--- src/rtl/rgb_to_hsv.sv ---
// RGB to HSV converter: one triple in flight, a shared restoring divider
// computes saturation and then the hue term, one quotient bit per cycle.
//   state | meaning
//   IDLE  | ready for a triple
//   SETUP | max/min/delta and hue sector
//   DIV_S | delta<<F / max
//   DIV_H | 60*|d|<<F / delta
//   DONE  | present result until consumed
module rgb_to_hsv #(
    parameter int DATA_WIDTH = 8,
    parameter int FRAC_WIDTH = 8
) (
    input  logic                             clk,
    input  logic                             rst_n,
    input  logic [DATA_WIDTH-1:0]            data_in1,
    input  logic [DATA_WIDTH-1:0]            data_in2,
    input  logic [DATA_WIDTH-1:0]            data_in3,
    input  logic                             in_valid,
    output logic                             in_ready,
    output logic [9+FRAC_WIDTH-1:0]          data_out1,
    output logic [DATA_WIDTH+FRAC_WIDTH-1:0] data_out2,
    output logic [DATA_WIDTH+FRAC_WIDTH-1:0] data_out3,
    output logic                             out_valid,
    input  logic                             out_ready
);
    localparam int DW = DATA_WIDTH;
    localparam int QW = 9 + FRAC_WIDTH;
    localparam int WD = QW + DW;
    localparam int SW = DW + FRAC_WIDTH;
    localparam int CW = $clog2(QW);
    localparam logic [QW-1:0] H120 = QW'(120 * (1 << FRAC_WIDTH));
    localparam logic [QW-1:0] H240 = QW'(240 * (1 << FRAC_WIDTH));
    localparam logic [QW-1:0] H360 = QW'(360 * (1 << FRAC_WIDTH));

    typedef enum logic [2:0] {IDLE, SETUP, DIV_S, DIV_H, DONE} state_t;
    typedef enum logic [1:0] {SEC_R, SEC_G, SEC_B} sector_t;

    state_t            state_q, state_d;
    sector_t           sector_q, sector_c;
    logic [DW-1:0]     r_q, g_q, b_q;
    logic [DW-1:0]     max_q, delta_q, absd_q;
    logic              d_neg_q;
    logic [DW-1:0]     max_c, min_c, delta_c, pa, pb, absd_c;
    logic              d_neg_c;
    logic [WD-1:0]     s_wide, h_wide;
    logic [DW-1:0]     rem_q, rem_nx, divisor;
    logic [QW-1:0]     dvd_q, quo_q, quo_nx, s_q, h_c;
    logic [DW:0]       trial;
    logic              ge;
    logic [CW-1:0]     cnt_q;

    assign in_ready = (state_q == IDLE);

    always_ff @(posedge clk or negedge rst_n) begin
        if (!rst_n) state_q <= IDLE;
        else        state_q <= state_d;
    end

    always_comb begin
        state_d = state_q;
        case (state_q)
            IDLE:    if (in_valid) state_d = SETUP;
            SETUP:   state_d = DIV_S;
            DIV_S:   if (cnt_q == '0) state_d = DIV_H;
            DIV_H:   if (cnt_q == '0) state_d = DONE;
            DONE:    if (out_valid && out_ready) state_d = IDLE;
            default: state_d = IDLE;
        endcase
    end

    // Sector by max with R, G, B priority; pa-pb is the sector's signed d.
    always_comb begin
        sector_c = SEC_R;
        max_c    = r_q;
        pa       = g_q;
        pb       = b_q;
        if (r_q >= g_q && r_q >= b_q) begin
            sector_c = SEC_R; max_c = r_q; pa = g_q; pb = b_q;
        end else if (g_q >= b_q) begin
            sector_c = SEC_G; max_c = g_q; pa = b_q; pb = r_q;
        end else begin
            sector_c = SEC_B; max_c = b_q; pa = r_q; pb = g_q;
        end
        min_c = r_q;
        if (g_q < min_c) min_c = g_q;
        if (b_q < min_c) min_c = b_q;
        delta_c = max_c - min_c;
        d_neg_c = (pa < pb);
        absd_c  = d_neg_c ? (pb - pa) : (pa - pb);
        s_wide  = {{(WD-DW-FRAC_WIDTH){1'b0}}, delta_c, {FRAC_WIDTH{1'b0}}};
        h_wide  = (WD'(absd_q) * WD'(60)) << FRAC_WIDTH;
    end

    // Quotients never exceed QW bits, so the dividend's top bits seed the remainder.
    always_comb begin
        divisor = (state_q == DIV_S) ? max_q : delta_q;
        trial   = {rem_q, dvd_q[QW-1]};
        ge      = (trial >= {1'b0, divisor});
        rem_nx  = ge ? (trial[DW-1:0] - divisor) : trial[DW-1:0];
        quo_nx  = {quo_q[QW-2:0], ge};
    end

    always_comb begin
        case (sector_q)
            SEC_R:   h_c = d_neg_q ? (H360 - quo_q) : quo_q;
            SEC_G:   h_c = d_neg_q ? (H120 - quo_q) : (H120 + quo_q);
            default: h_c = d_neg_q ? (H240 - quo_q) : (H240 + quo_q);
        endcase
        if (delta_q == '0) h_c = '0;
    end

    always_ff @(posedge clk or negedge rst_n) begin
        if (!rst_n) begin
            r_q <= '0; g_q <= '0; b_q <= '0;
            max_q <= '0; delta_q <= '0; absd_q <= '0; d_neg_q <= 1'b0;
            sector_q <= SEC_R;
            rem_q <= '0; dvd_q <= '0; quo_q <= '0; s_q <= '0; cnt_q <= '0;
            data_out1 <= '0; data_out2 <= '0; data_out3 <= '0;
            out_valid <= 1'b0;
        end else begin
            case (state_q)
                IDLE: begin
                    if (in_valid) begin
                        r_q <= data_in1; g_q <= data_in2; b_q <= data_in3;
                    end
                end
                SETUP: begin
                    max_q    <= max_c;
                    delta_q  <= delta_c;
                    sector_q <= sector_c;
                    d_neg_q  <= d_neg_c;
                    absd_q   <= absd_c;
                    rem_q    <= s_wide[WD-1:QW];
                    dvd_q    <= s_wide[QW-1:0];
                    quo_q    <= '0;
                    cnt_q    <= CW'(QW - 1);
                end
                DIV_S: begin
                    if (cnt_q == '0) begin
                        s_q   <= (max_q == '0) ? '0 : quo_nx;
                        rem_q <= h_wide[WD-1:QW];
                        dvd_q <= h_wide[QW-1:0];
                        quo_q <= '0;
                        cnt_q <= CW'(QW - 1);
                    end else begin
                        rem_q <= rem_nx;
                        dvd_q <= dvd_q << 1;
                        quo_q <= quo_nx;
                        cnt_q <= cnt_q - 1'b1;
                    end
                end
                DIV_H: begin
                    rem_q <= rem_nx;
                    dvd_q <= dvd_q << 1;
                    quo_q <= quo_nx;
                    if (cnt_q != '0) cnt_q <= cnt_q - 1'b1;
                end
                DONE: begin
                    if (!out_valid) begin
                        data_out1 <= h_c;
                        data_out2 <= SW'(s_q);
                        data_out3 <= {max_q, {FRAC_WIDTH{1'b0}}};
                        out_valid <= 1'b1;
                    end else if (out_ready) begin
                        out_valid <= 1'b0;
                    end
                end
                default: ;
            endcase
        end
    end
endmodule

--- config.mk ---
export PLATFORM = sky130hd
export DESIGN_NAME = rgb_to_hsv
export DESIGN_NICKNAME = d
export VERILOG_FILES = /design/src/rtl/rgb_to_hsv.sv
export SDC_FILE = /design/constraint.sdc
export NUM_CORES = 1
export LEC_CHECK = 0
export BUFFER_PORTS_ARGS = -buffer_cell sky130_fd_sc_hd__buf_2
export CAP_MARGIN = 20
export CORE_MARGIN = 4
export CORE_UTILIZATION = 29
export CTS_CLUSTER_SIZE = 24
export DETAILED_ROUTE_END_ITERATION = 8
export PLACE_DENSITY_LB_ADDON = 0.08
export SYNTH_ARGS = -nofsm -noshare
export SYNTH_HDL_FRONTEND = slang
export SYNTH_SLANG_ARGS = --single-unit
--- constraint.sdc ---
create_clock -name clk -period 7.5 [get_ports clk]
set_input_delay 1.5 -clock clk [delete_from_list [all_inputs] [get_ports clk]]
set_output_delay 1.5 -clock clk [all_outputs]
set_load 0.1 [all_outputs]
Word-level counts from Yosys, hierarchy flattened
Cells that the tools add are included.

word-level totals
  flip-flop bits (word level) = 159
  bits of input ports = 28
  output and inout bits = 51
  word-level logic and storage cells = 96

operators by class
  $add $sub $neg = 10
  $mul = 1
  order comparisons = 7
  equality and inequality tests = 10
  mux-type cells = 35
  bitwise logic cells = 1
  reduce and logical (&&, ||, !) cells = 14

operators by type and width
  operator                                              count
  two-way mux 17 bit                                    6
  one-hot mux 17 bit (3 select lines)                   2
  two-way mux 8 bit                                     12
  one-hot mux 17 bit (2 select lines)                   1
  subtractor 8 bit                                      4
  greater-or-equal comparator 8 bit                     3
  < comparator 8 bit                                    3
  one-hot mux 8 bit (3 select lines)                    1
  adder 15 x 17 -> 17 bit (first input constant)        1
  adder 16 x 17 -> 17 bit (first input constant)        1
  subtractor 15 x 17 -> 17 bit (first input constant)   1
  subtractor 16 x 17 -> 17 bit (first input constant)   1
  subtractor 17 bit (first input constant)              1
  logical NOT 8 bit                                     2
  two-way mux 16 bit                                    1
  one-hot mux 3 bit (5 select lines)                    1
  one-hot mux 5 bit (3 select lines)                    1
  multiplier 8 x 4 -> 12 bit (second input constant)    1
  two-way mux 3 bit                                     4
  two-way mux 5 bit                                     2
  greater-or-equal comparator 9 x 8 -> 1 bit            1
  != test 2 bit (second input constant)                 4
  AND reduction 2 bit                                   4
  equality test 3 x 2 -> 1 bit (second input constant)  2
  15 further kinds                                      18

Depth between registers and ports, before layout
  word-level depth = 6
  mapped depth = 25
  depth with buffers taken out = 24

Worst setup path after synthesis
No wires, ideal clock.

  path type = register to register
  start point = register r_q[2]
  end point = register dvd_q[15]
  library setup time = 0.090 ns
  data arrival time = 5.231 ns
  required time = 7.410 ns
  path slack = 2.179 ns
  stages on the path, launching flop included = 25
  buffers on the path = 2
  clock period less this slack = 5.321 ns
  cell sequence = dfrtp_1 > inv_1 > ha_1 > nand3_1 > o221a_2 > o31ai_1 > buf_4 > mux2i_1 > ha_1 > a21o_1 > a221o_1 > a21oi_1 > o21a_1 > a31oi_4 > clkbuf_1 > o21ai_0 > ha_1 > a21oi_1 > o21ai_0 > a21o_1 > a21o_1 > a21o_1 > a21oi_1 > xor3_1 > o221ai_1

on the way
  word-level cells in the longest chain between the ends = 6
  elaborated cells between the ends (all ways) = 10
  classes of those cells = 1 x add/sub; 4 x order compare; 4 x mux; 1 x reduce/logical

ends and longest elaborated chain
  item                                     RTL line  RTL
  start, declared                          40        logic [DW-1:0] r_q, g_q, b_q;
  start signal, assigned                   124       r_q <= data_in1; g_q <= data_in2; b_q <= data_in3;
  < comparator 8 bit                       85        if (g_q < min_c) min_c = g_q;
  two-way mux 8 bit                        85
  < comparator 8 bit                       86        if (b_q < min_c) min_c = b_q;
  two-way mux 8 bit                        86
  subtractor 8 bit (*)                     87        delta_c = max_c - min_c;
  one-hot mux 17 bit (3 select lines) (*)  121       case (state_q)
  end signal, assigned                     134       dvd_q <= s_wide[QW-1:0];
  end signal, assigned                     142       dvd_q <= h_wide[QW-1:0];
  end signal, assigned                     147       dvd_q <= dvd_q << 1;
  end, declared                            47        logic [QW-1:0] dvd_q, quo_q, quo_nx, s_q, h_c;

Every way passes the cells marked *; elsewhere a longest branch is shown, timed or not.
A chain may end at the register's enable or synchronous reset.

Worst setup path in the final report
  start point = register r_q[3]
  end point = register dvd_q[15]

The elaborated chain is that of the path after synthesis.

==> summary.md <==
| Metric | Value |
|---|---|
| Post-Syn Area per Cell | `between 9 and 10 µm²` |
| P&R area growth vs syn | `13.1%` |
| Yosys warning count | `0` |
| Total GRT Usage | `0.154` |
| Share of layout cells above drive strength 1 | `0.163` |
| First-pass GRT wire length | `46,700 µm` |
| Top cells by count, synth | `dfrtp_1 (151), nand2_1 (131), o21ai_0 (98), ha_1 (89), nor2_1 (73)` |
| # IOs | `between 70 and 80` |
| RSZ-0062 raised after global routing | `false` |
| FF-to-FF End | `dvd_q[15]` |
| H-tree depth | `4` |
| Syn Std Cell Area | `0.0102 mm²` |
| FF-to-FF setup slack | `1310 ps` |
| Site row count | `68` |
| Initial antenna violation count | `0` |
| DIE WIDTH | `between 150 and 200 µm` |
| Root Buffer | `clkbuf_16` |
| Reg2reg path depth | `23` |
| Buffers added on ports | `70` |
| Setup violators final | `0` |
| MaxCap Viol Count | `0` |
| Fraction of the yosys area taken by sequential cells | `0.372` |
| Worst Max-Slew Pin Slew | `about 1000 ps` |
| Kind of critical path | `reg -> reg` |
| Clock slew at reported path FFs | `approximately 70 ps` |
| Detailed Place HPWL | `21,400 µm` |
| CTS Buf Count | `17` |
| Number of synthesized flops with an enable pin | `0` |
| Diodes inserted | `0` |
| Post-DRT Antenna Nets | `0` |
| Synth area leaders | `dfrtp_1 (37%), ha_1 (11%), mux2_2 (5.3%)` |
| Crit path max fanout | `14` |
| Leading area contributor after synthesis | `dfrtp_1` |
| Setup TNS | `0 ps` |
| Post-synth top area share | `0.372` |
| WHS Endpoint | `data_out1[10]` |
| Ys async rst share | `1.00` |
| Post-Syn Instances | `approximately 1.1k` |
| Outcome | `finished, final reports clean` |
| WL/cell | `18.0 µm` |
| Maximum clock path buffer count | `2` |
| Initial DRC Count | `around 350` |
| Die height | `195 µm` |
| # DRC | `0` |
| Netlist cell types | `69` |
| Setup Fix Bufs, Post-CTS | `0` |
| Count leader, synth | `dfrtp_1` |
| Crit path DAT | `approximately 6500 ps` |
| Remaining Overflow, GRT | `0` |
| Total wire length | `between 20,000 and 30,000 µm` |
| Crit start category | `flip-flop` |
| Initial Util | `0.294` |
| Die Area | `between 0.03 and 0.04 mm²` |
| Crit path capture type | `flip-flop` |
| Slew Limit Fails | `0` |
| Seq cells post-synth | `about 150` |
| Vias in the first global route | `between 7k and 8k` |
| Worst relative slew slack | `0.321` |
| Crit path required time | `between 7000 and 8000 ps` |
| Worst Hold Path Cells | `2` |
| Layout net count | `roughly 1.2k` |
| Final core occ | `0.333` |
| Clock Latency Late Sink | `roughly 450 ps` |
| Fmax | `roughly 0.16 GHz` |
| RR Startpoint | `r_q[3]` |
| Final Hold Viols | `0` |
| Post-CTS Hold Buffers | `0` |
| Clk_skew | `around 18 ps` |
| Tmin final | `between 6000 and 7000 ps` |
| Hold WC Path Type | `reg -> reg` |
| Hold_sp | `data_out1[10]` |
| Crit share post-route | `0.825` |
| Placeable Area | `about 0.035 mm²` |
| Pin count of the biggest net entering global routing | `94` |
| Clock sinks | `~150` |
| DR vias | `about 7.7k` |
| Via-to-Cell Ratio | `4.89` |
| Resized Gates After CTS | `0` |
| DRT Pass-1 Iters | `4` |
| Synth Flop Type | `dfrtp_1` |
| GPL Wtd Cong | `~0.78` |
| CTS tree | `yes` |
-- worst max path at each step --
stage                       from         to  slack, ps  cells past startpoint
after floorplan           r_q[2]  dvd_q[15]       2180                     24
after global placement    r_q[2]  dvd_q[15]       1410                     23
after detailed placement  r_q[3]  dvd_q[15]       1370                     23
after CTS                 r_q[3]  dvd_q[15]       1330                     23
after global routing      r_q[3]  dvd_q[15]        910                     23
final                     r_q[3]  dvd_q[15]       1310                     23
-- critical path, cell delays in order (launching register included) --
cell and delay, ps:
dfrtp_1 440, inv_1 110, ha_1 330, nand3_1 140
o221a_2 300, o31ai_1 240, buf_4 250, mux2i_1 290
ha_1 280, a21o_1 180, a221o_1 330, a21oi_1 380
o21a_1 260, a31oi_4 100, o21ai_0 480, ha_1 360
a21oi_1 120, o21ai_0 140, a21o_1 220, a21o_1 200
a21o_1 180, a21oi_1 130, xor3_1 450, o221ai_1 180
-- logic make-up after synthesis --
logic type / Yosys count / synth area share
compound gates: 285 / 0.183
xor+xnor: 37 / 0.0333
fa+ha+maj: 106 / 0.143
buf+inv: 123 / 0.0546
flops: 151 / 0.372
mux: 90 / 0.0945
other cells: 1 / 0.000369
simple gates: 276 / 0.119
-- per-stage QoR --
step	worst slack [ps]	instances	cell area (µm²)	hold slack [ps]
3_3_place_gp	1410	1549	10900	460
5_1_grt	910	1581	11500	492
4_1_cts	1330	1581	11500	479
3_5_place_dp	1370	1549	10900	464
2_1_floorplan	2180	1076	10200	446
6_report	1310	1581	11500	474
-- cell usage in the layout (no fill, tap or decap), types with 9 or more instances in the layout --
cell,instances
dfrtp_1,151
nor3_1,11
o21ai_0,98
nor2_1,72
clkbuf_16,17
a21o_1,32
buf_4,10
nand2_1,131
mux2i_1,42
buf_2,69
xor2_1,13
fa_1,17
inv_1,61
xnor2_1,23
mux2_2,48
ha_1,89
a21oi_1,60
a22o_1,18
nor2b_1,9
-- layout make-up --
| type | count | area (µm²) |
|---|---|---|
| Clock buffer | 17 | 425 |
| Multi-Input combinational cell | 802 | 5890 |
| Timing Repair Buffer | 80 | 432 |
| Fill cell | 3673 | 23000 |
| Clock inverter | 15 | 183 |
| Tap cell | 455 | 569 |
| Sequential cell | 151 | 3780 |
| Inverter | 61 | 229 |
-- registers in the layout, indices dropped and copies added (netlist names) --
register	cells
dvd_q	9
sector_q	2
out_valid	1
data_out2	16
cnt_q	5
r_q	8
delta_q	8
g_q	8
s_q	16
absd_q	8
b_q	8
d_neg_q	1
quo_q	17
rem_q	8
state_q	3
data_out3	8
data_out1	17
max_q	8
-- metal layers --
layer / global-route usage / vias to the layer above / wire length (µm)
li1: - / 3835 / -
met1: 0.215 / 3752 / 14100
met2: 0.248 / 110 / 13200
met3: 0.0233 / 31 / 780
met4: 0.0432 / 0 / 473
met5: 0 / - / 0
Power is not shown: default switching activity piles up to over one toggle a cycle in this logic, so the estimate is an artifact.
